**src/rtl/md_pkg.sv**
```systemverilog
// Shared constants and types for the motion-update scheduler: cell geometry,
// particle word layout, the null-particle marker and the scheduler states.
package md_pkg;

    localparam int N_CELL     = 27;
    localparam int DEPTH      = 64;
    localparam int PARTICLE_W = 97;
    localparam int NULL_BIT   = 96;

    localparam logic [PARTICLE_W-1:0] NULL_PARTICLE = {1'b1, {(PARTICLE_W-1){1'b0}}};

    typedef enum logic [2:0] {
        ST_IDLE,
        ST_READ,
        ST_DRAIN,
        ST_CLOSE,
        ST_DONE
    } sched_state_t;

endpackage

```
**src/rtl/cell_fill_counters.sv**
```systemverilog
// Per-destination-cell fill counters, saturating at DEPTH, with a single
// shared index used both for the increment and for the read-out.
module cell_fill_counters #(
    parameter int N_CELL = 27,
    parameter int DEPTH  = 64,
    parameter int ADDR_W = 6
) (
    input  logic              clk,
    input  logic              rst_n,
    input  logic              clear,
    input  logic              inc,
    input  logic [4:0]        idx,
    output logic [ADDR_W:0]   cnt,
    output logic              full
);

    localparam logic [ADDR_W:0] DEPTH_C    = (ADDR_W+1)'(DEPTH);
    localparam logic [4:0]      CELL_LIMIT = 5'(N_CELL);

    logic [ADDR_W:0] cnt_arr [N_CELL];

    generate
        for (genvar gi = 0; gi < N_CELL; gi++) begin : g_cnt
            logic [ADDR_W:0] cnt_reg;

            always_ff @(posedge clk or negedge rst_n) begin
                if (!rst_n) begin
                    cnt_reg <= '0;
                end else if (clear) begin
                    cnt_reg <= '0;
                end else if (inc && idx == 5'(gi) && cnt_reg != DEPTH_C) begin
                    cnt_reg <= cnt_reg + (ADDR_W+1)'(1);
                end
            end

            assign cnt_arr[gi] = cnt_reg;
        end
    endgenerate

    // Out-of-range indices read as an empty, non-full counter.
    always_comb begin
        cnt = '0;
        if (idx < CELL_LIMIT) begin
            cnt = cnt_arr[idx];
        end
    end

    assign full = (cnt == DEPTH_C);

endmodule

```
**src/rtl/motion_update_scheduler.sv**
```systemverilog
// Motion-update pass sequencer: streams source cells through the external
// cell-index datapath, bins results into destination cells, null-closes them.
module motion_update_scheduler #(
    parameter int N_CELL = md_pkg::N_CELL,
    parameter int DEPTH  = md_pkg::DEPTH,
    parameter int ADDR_W = 6,
    parameter int DP_LAT = 4
) (
    input  logic                          clk,
    input  logic                          rst_n,
    input  logic                          start,
    output logic                          busy,
    output logic                          done,
    output logic                          overflow,
    output logic                          bank,
    output logic                          rd_en,
    output logic [4:0]                    rd_cell,
    output logic [ADDR_W-1:0]             rd_addr,
    input  logic [md_pkg::PARTICLE_W-1:0] rd_p,
    input  logic [md_pkg::PARTICLE_W-1:0] rd_v,
    output logic                          dp_valid,
    output logic [md_pkg::PARTICLE_W-1:0] dp_p,
    output logic [md_pkg::PARTICLE_W-1:0] dp_v,
    input  logic [32:0]                   dp_cidx,
    input  logic [md_pkg::PARTICLE_W-1:0] dp_newp,
    output logic                          wr_en,
    output logic [4:0]                    wr_cell,
    output logic [ADDR_W-1:0]             wr_addr,
    output logic [md_pkg::PARTICLE_W-1:0] wr_data
);
    import md_pkg::*;

    localparam logic [4:0]        LAST_CELL  = 5'(N_CELL - 1);
    localparam logic [4:0]        CELL_LIMIT = 5'(N_CELL);
    localparam logic [ADDR_W-1:0] LAST_ADDR  = ADDR_W'(DEPTH - 1);
    localparam int                DRAIN_W    = $clog2(DP_LAT + 1);
    localparam logic [DRAIN_W-1:0] DRAIN_LAST = DRAIN_W'(DP_LAT);

    sched_state_t        state_reg, state_next;
    logic [4:0]          cell_reg, cell_next;
    logic [ADDR_W-1:0]   addr_reg, addr_next;
    logic [DRAIN_W-1:0]  drain_reg, drain_next;
    logic                pend_real_reg, pend_real_next;
    logic                pend_full_reg, pend_full_next;
    logic                overflow_reg, bank_reg;
    logic [DP_LAT-1:0]   vsr_reg, vsr_next;

    logic                squash, accept_start;
    logic                res_valid, res_null, dst_bad, res_write, close_write, ovf_set;
    logic [4:0]          cnt_idx;
    logic [ADDR_W:0]     cnt_val;
    logic                cnt_full;
    logic                unused_cidx;

    assign unused_cidx  = ^dp_cidx[31:5];
    assign accept_start = (state_reg == ST_IDLE) && start;

    // A null returned from a non-final slot ends the cell: the read being
    // issued right now is speculative and must be discarded.
    assign squash   = pend_real_reg && rd_p[NULL_BIT] && !pend_full_reg;
    assign dp_valid = pend_real_reg && !rd_p[NULL_BIT];

    assign vsr_next[0] = dp_valid;
    generate
        for (genvar gi = 1; gi < DP_LAT; gi++) begin : g_vsr
            assign vsr_next[gi] = vsr_reg[gi-1];
        end
    endgenerate

    assign res_valid   = vsr_reg[DP_LAT-1];
    assign res_null    = dp_cidx[32];
    assign dst_bad     = dp_cidx[4:0] >= CELL_LIMIT;
    assign cnt_idx     = (state_reg == ST_CLOSE) ? cell_reg : dp_cidx[4:0];
    assign res_write   = res_valid && !res_null && !dst_bad && !cnt_full;
    assign ovf_set     = res_valid && !res_null && (dst_bad || cnt_full);
    assign close_write = (state_reg == ST_CLOSE) && !cnt_full;

    cell_fill_counters #(
        .N_CELL (N_CELL),
        .DEPTH  (DEPTH),
        .ADDR_W (ADDR_W)
    ) u_counters (
        .clk   (clk),
        .rst_n (rst_n),
        .clear (accept_start),
        .inc   (res_write),
        .idx   (cnt_idx),
        .cnt   (cnt_val),
        .full  (cnt_full)
    );

    always_ff @(posedge clk or negedge rst_n) begin
        if (!rst_n) begin
            state_reg     <= ST_IDLE;
            cell_reg      <= '0;
            addr_reg      <= '0;
            drain_reg     <= '0;
            pend_real_reg <= 1'b0;
            pend_full_reg <= 1'b0;
            overflow_reg  <= 1'b0;
            bank_reg      <= 1'b0;
            vsr_reg       <= '0;
        end else begin
            state_reg     <= state_next;
            cell_reg      <= cell_next;
            addr_reg      <= addr_next;
            drain_reg     <= drain_next;
            pend_real_reg <= pend_real_next;
            pend_full_reg <= pend_full_next;
            vsr_reg       <= vsr_next;
            if (accept_start) begin
                overflow_reg <= 1'b0;
            end else if (ovf_set) begin
                overflow_reg <= 1'b1;
            end
            if (state_reg == ST_DONE) begin
                bank_reg <= ~bank_reg;
            end
        end
    end

    always_comb begin
        state_next     = state_reg;
        cell_next      = cell_reg;
        addr_next      = addr_reg;
        drain_next     = drain_reg;
        pend_real_next = (state_reg == ST_READ) && !squash;
        pend_full_next = (state_reg == ST_READ) && (addr_reg == LAST_ADDR);
        case (state_reg)
            ST_IDLE: begin
                if (start) begin
                    state_next = ST_READ;
                    cell_next  = '0;
                    addr_next  = '0;
                end
            end
            ST_READ: begin
                if (squash || addr_reg == LAST_ADDR) begin
                    addr_next = '0;
                    if (cell_reg == LAST_CELL) begin
                        state_next = ST_DRAIN;
                        drain_next = '0;
                    end else begin
                        cell_next = cell_reg + 5'd1;
                    end
                end else begin
                    addr_next = addr_reg + ADDR_W'(1);
                end
            end
            // Fixed length covers the final return plus a full pipe flush.
            ST_DRAIN: begin
                if (drain_reg == DRAIN_LAST) begin
                    state_next = ST_CLOSE;
                    cell_next  = '0;
                end else begin
                    drain_next = drain_reg + DRAIN_W'(1);
                end
            end
            ST_CLOSE: begin
                if (cell_reg == LAST_CELL) begin
                    state_next = ST_DONE;
                    cell_next  = '0;
                end else begin
                    cell_next = cell_reg + 5'd1;
                end
            end
            ST_DONE: state_next = ST_IDLE;
            default: state_next = ST_IDLE;
        endcase
    end

    always_comb begin
        busy     = (state_reg != ST_IDLE);
        done     = (state_reg == ST_DONE);
        overflow = overflow_reg;
        bank     = bank_reg;
        rd_en    = (state_reg == ST_READ);
        rd_cell  = rd_en ? cell_reg : '0;
        rd_addr  = rd_en ? addr_reg : '0;
        dp_p     = dp_valid ? rd_p : '0;
        dp_v     = dp_valid ? rd_v : '0;
        wr_en    = res_write || close_write;
        wr_cell  = '0;
        wr_addr  = '0;
        wr_data  = '0;
        if (close_write) begin
            wr_cell = cell_reg;
            wr_addr = cnt_val[ADDR_W-1:0];
            wr_data = NULL_PARTICLE;
        end else if (res_write) begin
            wr_cell = dp_cidx[4:0];
            wr_addr = cnt_val[ADDR_W-1:0];
            wr_data = dp_newp;
        end
    end

endmodule
```
**config.mk**
```make
export PLATFORM = sky130hd
export DESIGN_NAME = motion_update_scheduler
export DESIGN_NICKNAME = d
export VERILOG_FILES = /design/src/rtl/md_pkg.sv /design/src/rtl/cell_fill_counters.sv /design/src/rtl/motion_update_scheduler.sv
export SDC_FILE = /design/constraint.sdc
export NUM_CORES = 1
export LEC_CHECK = 0
export ABC_AREA = 1
export CORE_AREA = 8 8 244 246
export CTS_BUF_LIST = sky130_fd_sc_hd__clkbuf_2
export DETAILED_ROUTE_END_ITERATION = 8
export DIE_AREA = 0 0 252 254
export DONT_BUFFER_PORTS = 1
export PLACE_DENSITY_LB_ADDON = 0.05
export SLEW_MARGIN = 25
export SYNTH_ARGS = -nofsm -noshare
export SYNTH_HDL_FRONTEND = slang
export SYNTH_HIERARCHICAL = 1
export SYNTH_SLANG_ARGS = --single-unit
```
**constraint.sdc**
```tcl
create_clock -name clk -period 4.3 [get_ports clk]
set_clock_uncertainty 0.05 [all_clocks]
set_input_delay 0.215 -clock clk [delete_from_list [all_inputs] [get_ports clk]]
set_output_delay 0.215 -clock clk [all_outputs]
set_load 0.01 [all_outputs]
```
==> results of run 1 <==
[repair_timing]
| item | in CTS | in global routing |
|---|---|---|
| resized for setup | 193 | 140 |
| cloned | 11 | 6 |
| pin swaps | 49 | 64 |
| endpoints found under the setup margin | 272 | 132 |
| setup buffers | 27 | 13 |
| endpoints found under the hold margin | 373 | 214 |
[power by group]
group | switching, mW | internal (mW) | total, mW
Combinational | 4.81 | 2.66 | 7.47
Clock | 1.04 | 0.717 | 1.76
Sequential | 0.656 | 2.64 | 3.30
Total | 6.51 | 6.03 | 12.5
[worst reg2reg max path: stages, from the launching register on]
cell and delay, ps:
dfrtp_1 410, inv_2 70, nand2_2 50, nor2_4 150
buf_6 140, nand2_4 50, o21ai_2 60, buf_6 130
clkinvlp_4 140, buf_4 180, nor2_4 120, buf_6 190
nand2_1 120, nand3_2 110, nor2_1 50, nor2_1 130
nor2_1 70, nand2_1 110, nor2_4 60, inv_2 90
buf_8 140, nand2_1 80, a21oi_1 110, dlygate4sd3_1 560
nor2_1 40, dlygate4sd3_1 580
[worst paths after layout]
| check | start | endpoint | slack [ps] |
|---|---|---|---|
| setup / recovery | state_reg[2] | wr_data[48] | -320 |
| hold / removal | rst_n | u_counters/g_cnt[16].cnt_reg[5] | -1160 |
| setup reg to reg | state_reg[2] | overflow | 180 |
| hold reg to reg | vsr_reg[0] | vsr_reg[1] | 290 |
| max in group asynchronous | rst_n | u_counters/g_cnt[20].cnt_reg[3] | 4960 |
| min in group clk | start | state_reg[0] | 200 |
[per-layer routing]
| metal | vias to the layer above | routed length [µm] |
|---|---|---|
| met2 | 885 | 45500 |
| met3 | 189 | 7920 |
| met1 | 8924 | 37000 |
| li1 | 8849 | - |
| met4 | 4 | 5410 |
| met5 | - | 27 |
[area by class of cell]
cell class / count / area [µm²]
clock inverter: 19 / 129
inverter: 478 / 1840
antenna: 10 / 25.0
timing repair inverter: 1 / 7.51
sequential: 214 / 5360
multi-input combinational: 1891 / 9650
tap: 756 / 946
clock buffer: 96 / 480
fill: 6143 / 34300
timing repair buffer: 297 / 2970
[through the flow]
| step | setup TNS [ps] | cells | util, % |
|---|---|---|---|
| 5_1_grt | -49970 | 3757 | 38.4 |
| 4_1_cts | -39330 | 3733 | 37.0 |
| 3_3_place_gp | -16400 | 3559 | 33.5 |
| 2_1_floorplan | 0 | 2682 | - |
| 3_5_place_dp | -19510 | 3559 | 33.5 |
| 6_report | -24960 | 3762 | 38.4 |
==> flow_metrics.tcl, run 1 <==
set metrics [dict create \
    dp_slack_ps -337 \
    cp-end-kind "output pin" \
    path_buf_inv 9 \
    syn_inst 2682 \
    outcome "finished with violations" \
    clkLatencyLatePin_ps 1030 \
    p_leak_nw 11.1 \
    routed_wl_mm 95.9 \
    syn_area_um2 16400 \
    ir_drop_uv 408 \
    yosysWarnings 6 \
    crit_required_ps 4030 \
    powerDensity_nw_per_um2 585 \
    cts_sinks 214 \
    numCtsBuffers 71 \
    finalPower_mw 12.5 \
    setup_violations 109 \
    clkTransAtPathRegs_ps 100 \
    drt-vias-per-instance 5.01 \
    vias 18851 \
    grt_setup_unrepaired "true" \
    setup_ws_ps -319 \
    hold_class "in2async" \
    cts_hold_buf 22 \
    cpMaxStageDelayCell "dfrtp_1" \
    mappedNetlistNets 3068 \
    final_common_cell "nand2_1" \
    maxSlewHeadroom_pct 33.6 \
    dieWidth_um 252 \
    reg2regPathDepth 25 \
    grt_util_met2_pct 47.5 \
    hold_violations 214 \
    cts_tree "yes" \
    first_pass_iters 6 \
    cts.path.max_buffers 3 \
    ioPinCount 647 \
    crit_type "reg2out" \
    grt_max_degree 215 \
    worstPathArrival_ps 4350 \
    die_h_um 254 \
    period_minus_slack_ps 4620 \
    grt_remaining_overflow 0 \
    ctsHtreeMaxLevel 3 \
    grt_use_total_pct 28.3 \
    grt.met3_usage_pct 8.37 \
    path_cells "inv_2 -> nand2_2 -> nor2_4 -> buf_6 -> nand2_8 -> nand2_8 -> buf_12 -> nor2_4 -> buf_6 -> buf_4 -> nand2_2 -> nand4_1 -> nand2_1 -> nand2_1 -> o21ai_2 -> nand3_2 -> nor2_4 -> inv_2 -> buf_8 -> nand2_8 -> buf_6 -> nand2_1 -> nor2_2 -> buf_4" \
    place_congestion 1.09 \
    grt_pass1_vias 18316 \
    max_freq_ghz 0.216 \
    place_area_um2 18700 \
    drtAntennaViolNets 0 \
    use_met1_pct 32.4 \
    drive_gt1_share_pct 20.0 \
    largest_reg_flops 189 \
    grt_pass1_wl_mm 131 \
    worst_setup_path_start_kind "flip-flop" \
    first_iter_violations 1480 \
    top_usage_layer "met2" \
    finalNetCount 3340 \
    crit_cells 24 \
    fp.dieArea_um2 64000 \
    violations "hold timing, setup timing" \
    path_max_fanout 11 \
    start_util_pct 29.4 \
    layout_common_cells "nand2_1, nor2_1, inv_1" \
    core_um2 55700 \
    max_stage_delay_ps 410 \
    slew_viol_final 0 \
    antenna_found_initial 16 \
    crit_family "simple AND/OR/NAND/NOR gates" \
    portBuffers 0 \
    wl_per_cell_um 25.5 \
    cts_root_buf "clkbuf_2" \
    area_delta_synth_final_pct 30.5 \
    maxCapViolations 0 \
    dp_hpwl_mm 77.2 \
    fin_area_um2 21400 \
    num_rows 87 \
    postSynthAreaPerCell_um2 6.12 \
    worstMarginPinSlew_ps 993 \
    whs_ps -1160 \
    drc 0 \
    period_share_pct 107 \
]
Note: power is estimated with default switching activity, not from simulation.
==> run 2, diff against run 1 <==
--- a/config.mk
+++ b/config.mk
@@ -5,11 +5,11 @@
 export SDC_FILE = /design/constraint.sdc
 export NUM_CORES = 1
 export LEC_CHECK = 0
-export ABC_AREA = 1
-export CORE_AREA = 8 8 244 246
+export ABC_AREA = 0
+export CORE_AREA = 8 8 245 247
 export CTS_BUF_LIST = sky130_fd_sc_hd__clkbuf_2
 export DETAILED_ROUTE_END_ITERATION = 8
-export DIE_AREA = 0 0 252 254
+export DIE_AREA = 0 0 253 255
 export DONT_BUFFER_PORTS = 1
 export PLACE_DENSITY_LB_ADDON = 0.05
 export SLEW_MARGIN = 25
==> flow_metrics.tcl, run 2 <==
set metrics [dict create \
    outcome "finished with violations" \
    violations "hold timing, setup timing" \
    synthFlopType "dfrtp_1" \
    async_flop_share_pct 100 \
    crit_type "reg2out" \
    postSynthAreaPerCell_um2 9.05 \
    rr_startpoint "state_reg[2]" \
    core_um2 56000 \
    ctsHtreeMaxLevel 3 \
    cts_root_buf "clkbuf_2" \
    vias 13489 \
    yosysWarnings 6 \
    die_h_um 255 \
    drc 0 \
    multi_input_area_um2 9230 \
    hold_class "in2async" \
    yosysMostFrequentCell "and2_1" \
    slew_viol_final 0 \
    synthDistinctLibCells 72 \
    cts_sinks 214 \
    period_minus_slack_ps 5230 \
    place_congestion 0.941 \
    ys_top_cells_by_area "dfrtp_1, and2_1, nor2_1" \
    fillers 5902 \
    maxCapViolations 0 \
    syn_inst 1634 \
    crit_required_ps 4030 \
    ir_drop_uv 121 \
    hold_violations 214 \
    p_leak_nw 8.57 \
    fp.dieArea_um2 64500 \
    first_pass_iters 5 \
    r2r_setup_slack_ps -650 \
    reg2regPathDepth 22 \
    cts.path.max_buffers 3 \
    startpoint "state_reg[2]" \
    layout_common_cells "nor2_1, dfrtp_1, and2_1" \
    setup_violations 298 \
    whs_ps -1090 \
    grt_max_degree 215 \
    finalPower_mw 5.06 \
    ioPinCount 647 \
    max_freq_ghz 0.191 \
    worst_setup_path_start_kind "flip-flop" \
    drt-vias-per-instance 5.07 \
    synth_top_area_cell "dfrtp_1" \
    final_core_util_pct 33.5 \
    seq_area_frac_synth_pct 36.2 \
    period_share_pct 122 \
    numCtsBuffers 72 \
    clockPowerShare_pct 37.2 \
    fin_area_um2 18800 \
    place_area_um2 17200 \
    clkTransAtPathRegs_ps 90 \
    num_rows 87 \
    finalNetCount 2225 \
    wl_per_cell_um 31.9 \
    path_max_fanout 23 \
    combPwrFrac_pct 20.1 \
    dp_hpwl_mm 69.4 \
    dp_slack_ps -472 \
    drtAntennaViolNets 0 \
    antenna_found_initial 65 \
    maxSlewHeadroom_pct 47.1 \
    p_switching_mw 1.69 \
    cts_hold_buf 9 \
    clkLatencyLatePin_ps 1000 \
    synthTopCellsByCount "and2_1, nor2_1, dfrtp_1" \
    area_delta_synth_final_pct 26.9 \
    first_iter_violations 946 \
    grt_pass1_vias 13533 \
    mappedNetlistNets 2020 \
    powerDensity_nw_per_um2 270 \
    syn_area_um2 14800 \
    yosysTopAreaCellShare_pct 36.2 \
    grt_use_total_pct 25.1 \
    grt_remaining_overflow 0 \
    sw_frac_of_total_pct 33.5 \
    largest_reg_flops 189 \
    start_util_pct 26.4 \
    drive_gt1_share_pct 27.5 \
    internal-power_mw 3.37 \
    cp-end-kind "output pin" \
    routed_wl_mm 84.7 \
    final_common_cell "nor2_1" \
    cts_tree "yes" \
    synth_seq_cells 214 \
    worstPathArrival_ps 4960 \
    grt_setup_unrepaired "true" \
    portBuffers 0 \
    grt_pass1_wl_mm 113 \
    synth-edff-count 0 \
    timing.rr.end "u_counters/g_cnt[0].cnt_reg[5]" \
    p_seq_share_pct 42.7 \
    dieWidth_um 253 \
    regArea_um2 5360 \
    setup_ws_ps -925 \
    worstMarginPinSlew_ps 792 \
]
==> run 2: power groups by stage <==
stage	combinational [mW]	sequential [mW]	clock (mW)
2_1_floorplan	0.533	2.18	0
3_3_place_gp	0.935	2.20	0
3_5_place_dp	0.933	2.20	0
4_1_cts	0.992	2.16	2.00
5_1_grt	1.09	2.17	2.10
6_report	1.02	2.16	1.88
==> run 2: area by class of cell <==
class                   count  share of cell area, %
repair buffers            216                   11.4
flip-flops and latches    214                   28.5
inverters                  94                   1.94
well taps                 756                   5.04
clock buffers             105                   2.80
clock inverters             9                  0.740
diodes                     23                  0.307
multi-input cells        1241                   49.2
==> run 2: logic make-up after synthesis <==
logic type	synth area share [%]
AOI/OAI and AO/OA	7.62
muxes	6.90
and+or+nand+nor	29.8
xor gates and xnor gates	9.48
adders and majority gates	4.99
buffers and inverters	5.02
DFF	36.2
other	0.0254
==> run 2: repair_timing <==
action | in CTS | in global routing
hold endpoints to repair | 422 | 214
resized for setup | 81 | 71
setup buffers | 10 | 11
pin swaps | 16 | 36
setup endpoints to repair | 296 | 299
gates cloned | 3 | 3
==> run 2: worst max-delay path by stage <==
stage	to	slack, ps	cells past startpoint
after floorplan	u_counters/g_cnt[0].cnt_reg[5]	-110	19
after global placement	u_counters/g_cnt[21].cnt_reg[5]	-460	21
final	wr_data[71]	-930	19
after global routing	wr_data[71]	-1230	20
after CTS	wr_data[71]	-1130	18
after detailed placement	u_counters/g_cnt[21].cnt_reg[5]	-470	21
==> run 2: worst max-delay path, stage by stage, from the launching register on <==
cell      delay (ps)
dfrtp_1          380
nand3b_1         240
buf_6            180
mux2_4           380
buf_12           180
mux2i_1          150
buf_4            150
nor4_1            50
a2111o_1         370
o31a_1           290
nor4_2           270
and4bb_2         300
inv_2             50
o211ai_1         110
buf_4            180
nor2_4            40
buf_12           150
buf_12           130
buf_16           150
and2_1           220
==> run 2: stage by stage <==
stage	cells	setup TNS, ps
floorplan	1634	-709
global placement	2486	-41180
detailed placement	2486	-44920
CTS	2622	-203840
global route	2644	-238580
finish	2658	-154640
==> run 2: routing by layer <==
layer / wire, µm / track usage [%]
met2: 43400 / 45.1
met5: 37 / 0
met3: 7030 / 7.88
met1: 32300 / 28.9
met4: 1930 / 5.90
